===== src/rtl/seven_segment_pkg.sv =====
// Shared constants for the multiplexed 7-segment display path.
// Segment patterns are active-high, bit0 = segment a .. bit6 = segment g.
package seven_segment_pkg;

  localparam int DIGIT_W = 4;
  localparam int SEG_W   = 7;

  typedef logic [SEG_W-1:0] seg_t;

  localparam seg_t SEG_0     = 7'h3F;
  localparam seg_t SEG_1     = 7'h06;
  localparam seg_t SEG_2     = 7'h5B;
  localparam seg_t SEG_3     = 7'h4F;
  localparam seg_t SEG_4     = 7'h66;
  localparam seg_t SEG_5     = 7'h6D;
  localparam seg_t SEG_6     = 7'h7D;
  localparam seg_t SEG_7     = 7'h07;
  localparam seg_t SEG_8     = 7'h7F;
  localparam seg_t SEG_9     = 7'h6F;
  localparam seg_t SEG_A     = 7'h77;
  localparam seg_t SEG_B     = 7'h7C;
  localparam seg_t SEG_C     = 7'h39;
  localparam seg_t SEG_D     = 7'h5E;
  localparam seg_t SEG_E     = 7'h79;
  localparam seg_t SEG_F     = 7'h71;
  localparam seg_t SEG_BLANK = 7'h00;

endpackage


===== src/rtl/seven_segment_decode.sv =====
// Combinational digit-to-segment decoder, active-high segments.
// Values 10..15 show A,b,C,d,E,F only when hex_en_i is set, otherwise blank.
module seven_segment_decode
  import seven_segment_pkg::*;
(
  input  logic [DIGIT_W-1:0] value_i,
  input  logic               blank_i,
  input  logic               hex_en_i,
  output logic [SEG_W-1:0]   seg_o
);

  // Blank overrides everything; hex letters are gated by hex_en_i.
  always_comb begin
    seg_o = SEG_BLANK;
    if (!blank_i) begin
      case (value_i)
        4'h0: seg_o = SEG_0;
        4'h1: seg_o = SEG_1;
        4'h2: seg_o = SEG_2;
        4'h3: seg_o = SEG_3;
        4'h4: seg_o = SEG_4;
        4'h5: seg_o = SEG_5;
        4'h6: seg_o = SEG_6;
        4'h7: seg_o = SEG_7;
        4'h8: seg_o = SEG_8;
        4'h9: seg_o = SEG_9;
        4'hA: seg_o = hex_en_i ? SEG_A : SEG_BLANK;
        4'hB: seg_o = hex_en_i ? SEG_B : SEG_BLANK;
        4'hC: seg_o = hex_en_i ? SEG_C : SEG_BLANK;
        4'hD: seg_o = hex_en_i ? SEG_D : SEG_BLANK;
        4'hE: seg_o = hex_en_i ? SEG_E : SEG_BLANK;
        4'hF: seg_o = hex_en_i ? SEG_F : SEG_BLANK;
      endcase
    end
  end

endmodule


===== src/rtl/seven_segment_scan.sv =====
// Time-multiplexed 7-segment driver: latches a packed digit word on load and
// scans one digit per refresh slot, with leading-zero blanking and output
// polarity selection. Segments and digit select are registered outputs.
module seven_segment_scan
  import seven_segment_pkg::*;
#(
  parameter int DIGITS      = 4,
  parameter int REFRESH_DIV = 1,
  parameter int HEX_EN      = 0,
  parameter int ACTIVE_LOW  = 0
) (
  input  logic                        clk,
  input  logic                        reset,
  input  logic                        load,
  input  logic [DIGIT_W*DIGITS-1:0]   value_in,
  input  logic                        lzb_en,
  output logic [SEG_W-1:0]            segments,
  output logic [DIGITS-1:0]           digit_sel
);

  localparam int PRE_W = (REFRESH_DIV > 1) ? $clog2(REFRESH_DIV) : 1;
  localparam int IDX_W = $clog2(DIGITS);

  localparam logic [PRE_W-1:0]  PRE_LAST = PRE_W'(REFRESH_DIV - 1);
  localparam logic [IDX_W-1:0]  IDX_LAST = IDX_W'(DIGITS - 1);
  localparam logic              POL      = (ACTIVE_LOW != 0);
  localparam logic              HEX_BIT  = (HEX_EN != 0);
  // "Off" pattern doubles as the XOR mask that applies output polarity.
  localparam logic [SEG_W-1:0]  SEG_OFF  = {SEG_W{POL}};
  localparam logic [DIGITS-1:0] SEL_OFF  = {DIGITS{POL}};

  logic [PRE_W-1:0]            pre_q, pre_d;
  logic [IDX_W-1:0]            idx_q, idx_d;
  logic [DIGIT_W*DIGITS-1:0]   latch_q, latch_d;
  logic [SEG_W-1:0]            seg_q, seg_d;
  logic [DIGITS-1:0]           sel_q, sel_d;

  logic                        slot_end;
  logic [DIGIT_W-1:0]          digit_v [DIGITS];
  logic [DIGITS-1:0]           blank_v;
  logic                        zero_above;
  logic [DIGIT_W-1:0]          cur_digit;
  logic                        cur_blank;
  logic [DIGITS-1:0]           cur_sel;
  logic [SEG_W-1:0]            dec_seg;

  // Refresh prescaler and scan index: the index moves on the last prescaler count.
  always_comb begin
    slot_end = (pre_q == PRE_LAST);
    pre_d    = slot_end ? '0 : pre_q + 1'b1;
    idx_d    = idx_q;
    if (slot_end) begin
      idx_d = (idx_q == IDX_LAST) ? '0 : idx_q + 1'b1;
    end
  end

  // Display latch is written only by load; reset clears it in the register.
  always_comb begin
    latch_d = load ? value_in : latch_q;
  end

  // Split the latch into digits and build the leading-zero blank chain from the top.
  always_comb begin
    zero_above = 1'b1;
    blank_v    = '0;
    for (int k = 0; k < DIGITS; k++) begin
      digit_v[k] = latch_q[k*DIGIT_W +: DIGIT_W];
    end
    for (int k = DIGITS - 1; k >= 0; k--) begin
      zero_above = zero_above & (digit_v[k] == '0);
      // Digit 0 stays visible so an all-zero value still shows "0".
      blank_v[k] = lzb_en & zero_above & (k != 0);
    end
  end

  // Select the digit for the current slot and form its one-hot select.
  always_comb begin
    cur_digit = '0;
    cur_blank = 1'b0;
    cur_sel   = '0;
    for (int k = 0; k < DIGITS; k++) begin
      if (idx_q == IDX_W'(k)) begin
        cur_digit  = digit_v[k];
        cur_blank  = blank_v[k];
        cur_sel[k] = 1'b1;
      end
    end
  end

  seven_segment_decode u_decode (
    .value_i  (cur_digit),
    .blank_i  (cur_blank),
    .hex_en_i (HEX_BIT),
    .seg_o    (dec_seg)
  );

  // Apply output polarity ahead of the output registers.
  always_comb begin
    seg_d = dec_seg ^ SEG_OFF;
    sel_d = cur_sel ^ SEL_OFF;
  end

  // State and output registers; reset forces outputs to the "off" level.
  always_ff @(posedge clk) begin
    if (reset) begin
      pre_q   <= '0;
      idx_q   <= '0;
      latch_q <= '0;
      seg_q   <= SEG_OFF;
      sel_q   <= SEL_OFF;
    end else begin
      pre_q   <= pre_d;
      idx_q   <= idx_d;
      latch_q <= latch_d;
      seg_q   <= seg_d;
      sel_q   <= sel_d;
    end
  end

  assign segments  = seg_q;
  assign digit_sel = sel_q;

endmodule


===== config.mk =====
export PLATFORM = sky130hd
export DESIGN_NAME = seven_segment_scan
export DESIGN_NICKNAME = d
export VERILOG_FILES = /design/src/rtl/seven_segment_pkg.sv /design/src/rtl/seven_segment_decode.sv /design/src/rtl/seven_segment_scan.sv
export SDC_FILE = /design/constraint.sdc
export NUM_CORES = 1
export LEC_CHECK = 0
export BUFFER_PORTS_ARGS = -buffer_cell sky130_fd_sc_hd__buf_2
export CAP_MARGIN = 20
export CORE_MARGIN = 8
export CORE_UTILIZATION = 52
export CTS_BUF_LIST = sky130_fd_sc_hd__clkbuf_16
export CTS_CLUSTER_SIZE = 30
export DETAILED_ROUTE_END_ITERATION = 8
export HOLD_SLACK_MARGIN = 0.08
export PLACE_DENSITY_LB_ADDON = 0.2
export SYNTH_ARGS = -nofsm -noshare
export SYNTH_HDL_FRONTEND = slang
export SYNTH_SLANG_ARGS = --single-unit

===== constraint.sdc =====
create_clock -name clk -period 2.4 [get_ports clk]
set_clock_uncertainty 0.15 [all_clocks]
set_input_delay 0.12 -clock clk [delete_from_list [all_inputs] [get_ports clk]]
set_output_delay 0.12 -clock clk [all_outputs]
set_load 0.005 [all_outputs]

### Yosys cells after proc, flatten, opt, wreduce, memory -nomap -nowiden

Cells that the tools add are included.

* input bits: 20
* flip-flop bits (word level): 30
* output and inout bits: 11

* muxes and demuxes: 13
* equal/unequal tests: 18
* reduce and logical (&&, ||, !) cells: 8
* bitwise operators: 6
* add/subtract/negate cells: 2

Operator list (count)
* case mux 7 bit (11 select lines): 1
* equality test 4 bit (second input constant): 8
* equality test 4 x 3 -> 1 bit (second input constant): 4
* logical NOT 4 bit: 4
* two-way mux 4 bit: 4
* equality test 4 x 2 -> 1 bit (second input constant): 2
* two-way mux 1 bit: 7
* OR reduction 6 bit: 1
* bitwise AND 1 bit: 5
* equality test 2 bit (second input constant): 2
* equality test 4 x 1 -> 1 bit (second input constant): 1
* OR reduction 2 bit: 2
* adder 2 x 1 -> 2 bit (second input constant): 1
* equality test 2 x 1 -> 1 bit (second input constant): 1
* logical NOT 2 bit: 1
* two-way mux 2 bit: 1
* adder 1 bit (second input constant): 1
* inverter 1 bit: 1

### Longest topological paths before layout

* word-level depth: 8
* mapped depth: 9
* gate-level depth less buffers: 7

### By module

A second synthesis with hierarchy kept.

* cells, all modules: 166
* area, all modules: 1529.0 sq um

By module, submodules not included
* seven_segment_scan: instances 1, cells each 123, area each 1208.7 sq um
* seven_segment_decode: instances 1, cells each 43, area each 320.3 sq um

### Worst setup path before layout

Ideal clock, no wire load.

* kind: flip-flop to flip-flop
* start: reg idx_q[0]
* end: reg seg_q[3] (netlist: segments[3])
* arrival time: 1.757 ns
* stages on the path, launching flop included: 9
* setup slack: 0.390 ns
* period minus slack after synthesis: 2.010 ns
* path through: dfxtp_1 > inv_1 > ha_1 > buf_4 > a211oi_1 > a221oi_4 > nand2_1 > a21oi_1 > a2111oi_2

* word-level cells in the longest chain between the ends: 8
* elaborated cells between the ends (all ways): 30
* those cells by class: eq/ne (18); mux (8); reduce/logical (4)

Ends and longest elaborated chain
* start, declared: line seven_segment_scan.sv:33 `logic [IDX_W-1:0] idx_q, idx_d;`
* start signal, assigned: line seven_segment_scan.sv:113 `idx_q <= idx_d;`
* logical NOT 2 bit: line seven_segment_scan.sv:82 `if (idx_q == IDX_W'(k)) begin`
* two-way mux 4 bit (4 in a row): line seven_segment_scan.sv:82
* equality test 4 bit: line seven_segment_decode.sv:16 `case (value_i)`
* OR reduction 6 bit (no source line)
* case mux 7 bit (11 select lines): line seven_segment_decode.sv:16
* end signal, assigned: line seven_segment_scan.sv:115 `seg_q <= seg_d;`
* end, declared: line seven_segment_scan.sv:35 `logic [SEG_W-1:0] seg_q, seg_d;`

Several ways; a longest one is shown, not always the timed one.
A chain may end at the register's enable or synchronous reset.

### Final worst setup path

* start: reg idx_q[1]
* end: reg seg_q[6] (netlist: segments[6])

The elaborated chain is that of the path after synthesis.

==> impl_metrics.csv <==
group,metric,value,unit
critical_path,r2r_setup_slack,0.16,ns
route,dr.pass1.iters,4,
critical_path,crit_fanout,10,
floorplan,rows,18,
critical_path,worst_r2r_path_depth,7,
floorplan,io_pins,31,
synthesis,ys.flop_type,"dfxtp_1",
critical_path,critPathCaptureType,"flip-flop",
place,dp_hpwl,2126,microns
timing,layout_setup_ws,0.1629,ns
pwr,max-vdd-ir-drop,0.8603,mV
critical_path,r2r_end,"segments[6]$_SDFF_PP0_",
route,routed_via_density,5.213,
finish,final_nets,209,
timing,max_clock_freq,0.4470,GHz
finish,postLayoutCoreUtil,74.12,%
timing,rsz0062_at_grt,"no",
timing,setup_viol,0,
cts,clk_latency,0.28,ns
grt,grt_pass1_vias,1120,
synthesis,yosysWarnings,0,
synthesis,syn_nets,164,
critical_path,worstSetupStartpointType,"flip-flop",
synthesis,synth-edff-count,0,
route,first_iter_violations,85,
critical_path,path_class,"reg2reg",
synthesis,ys_seq_area_share,43.72,%
route,wl,3007,microns
synthesis,ys_ff_latch,30,
critical_path,cp-endpoint,"segments[6]$_SDFF_PP0_",
job,maxCapViolCount,0,
critical_path,worst_ep_required_time,2.41,ns
synthesis,syn_area,0.001374,sq mm
synthesis,synth_top_area_share,43.72,%
grt,grt_pass1_wl,5064,microns
timing,fin_crit_sh,93.21,%
cts,cts.sinks,30,
timing,drv_slew,0,
grt,grt_antenna_before_repair,0,
floorplan,start_util,54.95,%
cts,clk_pin_slew,0.05,ns
place,gp_congestion,0.8294,
floorplan,die_y,67.40,microns
cts,htreeDepth,2,
floorplan,die_width,67.40,microns
cts,cts_tree,"yes",
synthesis,synth_cell_types,33,
cts,hold_buffers,16,
critical_path,crit_start,"idx_q[1]$_SDFFE_PP0N_",
pwr,leakage,0.8432,nW
timing,final_hold_viol_count,0,
route,drtAntennaViolNets,0,
synthesis,ys_async_sr_fraction,0,%
pwr,powerDensity,877.1,mW/mm^2
place,dp_slack,0.2336,ns
route,wire_per_inst,13.92,microns
status,status,"completed",
timing,fin_crit,2.237,ns
floorplan,dieArea,0.004543,sq mm
cts,numCtsBuffers,5,
critical_path,arrival,2.24,ns
timing,tns,0,ns
route,vias,1126,
grt,grt_overflow_total,0,
finish,antenna_cells,0,
finish,drive_gt1_share,25.27,%
cts,root_buffer,"clkbuf_16",
synthesis,netlist.top_cell.by_area,"dfxtp_1",
route,drc,0,
cts,cts-resized-gates,0,
finish,synthToLayoutAreaGrowth,34.88,%
grt,grt_max_degree,24,
synthesis,synth_cells,140,
cts,postCtsSetupBuffers,0,
critical_path,r2r_start,"idx_q[1]$_SDFFE_PP0N_",
cts,clockBufferDepth,2,
place,port_buffers,30,
synthesis,synth.avg_cell_area,9.813,sq um
synthesis,synth_area_leaders,"dfxtp_1 44%, mux2i_1 12%, nor2_1 5.2%",
grt,grt_usage,15.13,%
floorplan,design.core.area,0.002500,sq mm
pwr,power,0.001625,W
min_path,holdCritPathClass,"in2reg",
[synthesized netlist by cell type (2+ instances only)]
master / n
buf_4: 2
nor2b_1: 5
a211oi_1: 5
o21ai_0: 3
nor3b_1: 4
inv_1: 6
nor2_1: 19
nor4_1: 2
mux2i_1: 17
nand3b_1: 4
nor3_1: 3
clkbuf_1: 3
ha_1: 4
dfxtp_1: 30
a221o_2: 2
nand2_1: 6
a21oi_1: 6
a221oi_1: 2
buf_6: 3
[cells in the final DEF (no fill, tap or decap), types with 2 or more instances in the layout]
| cell | synthesis | routed |
|---|---|---|
| bufinv_16 | 0 | 2 |
| nor2_1 | 19 | 19 |
| nor3_1 | 3 | 3 |
| inv_1 | 6 | 6 |
| buf_2 | 1 | 30 |
| o21ai_0 | 3 | 3 |
| a21oi_1 | 6 | 6 |
| a221o_2 | 2 | 2 |
| clkbuf_16 | 0 | 5 |
| a221oi_1 | 2 | 2 |
| dfxtp_1 | 30 | 30 |
| nor3b_1 | 4 | 4 |
| dlygate4sd3_1 | 0 | 16 |
| ha_1 | 4 | 4 |
| nand2_1 | 6 | 6 |
| mux2i_1 | 17 | 17 |
| nand3b_1 | 4 | 4 |
| a211oi_1 | 5 | 5 |
| nor2b_1 | 5 | 5 |
| nor4_1 | 2 | 2 |
[layout make-up]
class                           instances  area [sq um]
Sequential cell                        30         600.6
Clock inverter                          3         63.81
Timing Repair Buffer                   47         317.8
Inverter                                6         22.52
Clock buffer                            5         125.1
Tap cell                               30         37.54
Multi-Input combinational cell         95         685.7
Fill cell                             174         646.9
[how the worst min path moves through the flow]
stage	startpoint	end	slack, ns	cells past startpoint
after global placement	value_in[2]	latch_q[2]$_SDFFE_PP0P_	0.20	3
after detailed placement	value_in[10]	latch_q[10]$_SDFFE_PP0P_	0.21	3
after global routing	reset	latch_q[1]$_SDFFE_PP0P_	0.11	2
final	reset	latch_q[2]$_SDFFE_PP0P_	0.09	2
after CTS	reset	latch_q[2]$_SDFFE_PP0P_	0.09	2
after floorplan	reset	digit_sel[1]$_SDFF_PP0_	0.04	1
[power by group]
group | internal, W | switching, W | leakage (nW) | total [W]
clock network | 0.000589 | 0.000213 | 0.0915 | 0.000803
logic | 0.000129 | 0.000127 | 0.503 | 0.000256
registers | 0.000545 | 0.0000210 | 0.249 | 0.000566
total | 0.00126 | 0.000361 | 0.843 | 0.00163
[cell families (layout without fill, tap and decap cells)]
group / count (synthesis) / after routing / share of synthesized area (%)
AOI/OAI and AO/OA: 26 / 26 / 15.94
other: 1 / 1 / 0.2730
buffers and inverters: 15 / 61 / 6.374
muxes: 17 / 17 / 12.39
DFF: 30 / 30 / 43.72
and+or+nand+nor: 47 / 47 / 17.67
adders and majority gates: 4 / 4 / 3.643
[per-layer routing]
metal | GRT usage, % | vias to the layer above | part of all wire, %
met5 | 0 | - | 0
met4 | 8.094 | 0 | 1.9
met3 | 8.775 | 7 | 7.8
met2 | 23.54 | 24 | 49
met1 | 15.93 | 510 | 42
li1 | - | 585 | -
[sequential cells by signal, summed over array words and instances (netlist names)]
signal	count
latch_q	16
segments	7
digit_sel	4
idx_q	2
pre_q	1
[per-stage QoR]
step	area, sq um	instances	hold WS [ns]
after CTS	1853	216	0.08569
after floorplan	1374	140	0.04161
final	1853	216	0.08573
after global routing	1853	216	0.1102
after detailed placement	1504	192	0.2132
after global placement	1504	192	0.2013
[worst max-delay path, cell delays in order, from the launching register on]
cell and delay [ns]:
dfxtp_1 0.38, inv_1 0.08, ha_1 0.28, nand3b_1 0.24, a221oi_4 0.47, nand2_1 0.15
a21oi_1 0.27, nor4_1 0.09
No activity file was read; power rests on OpenSTA's default activity.
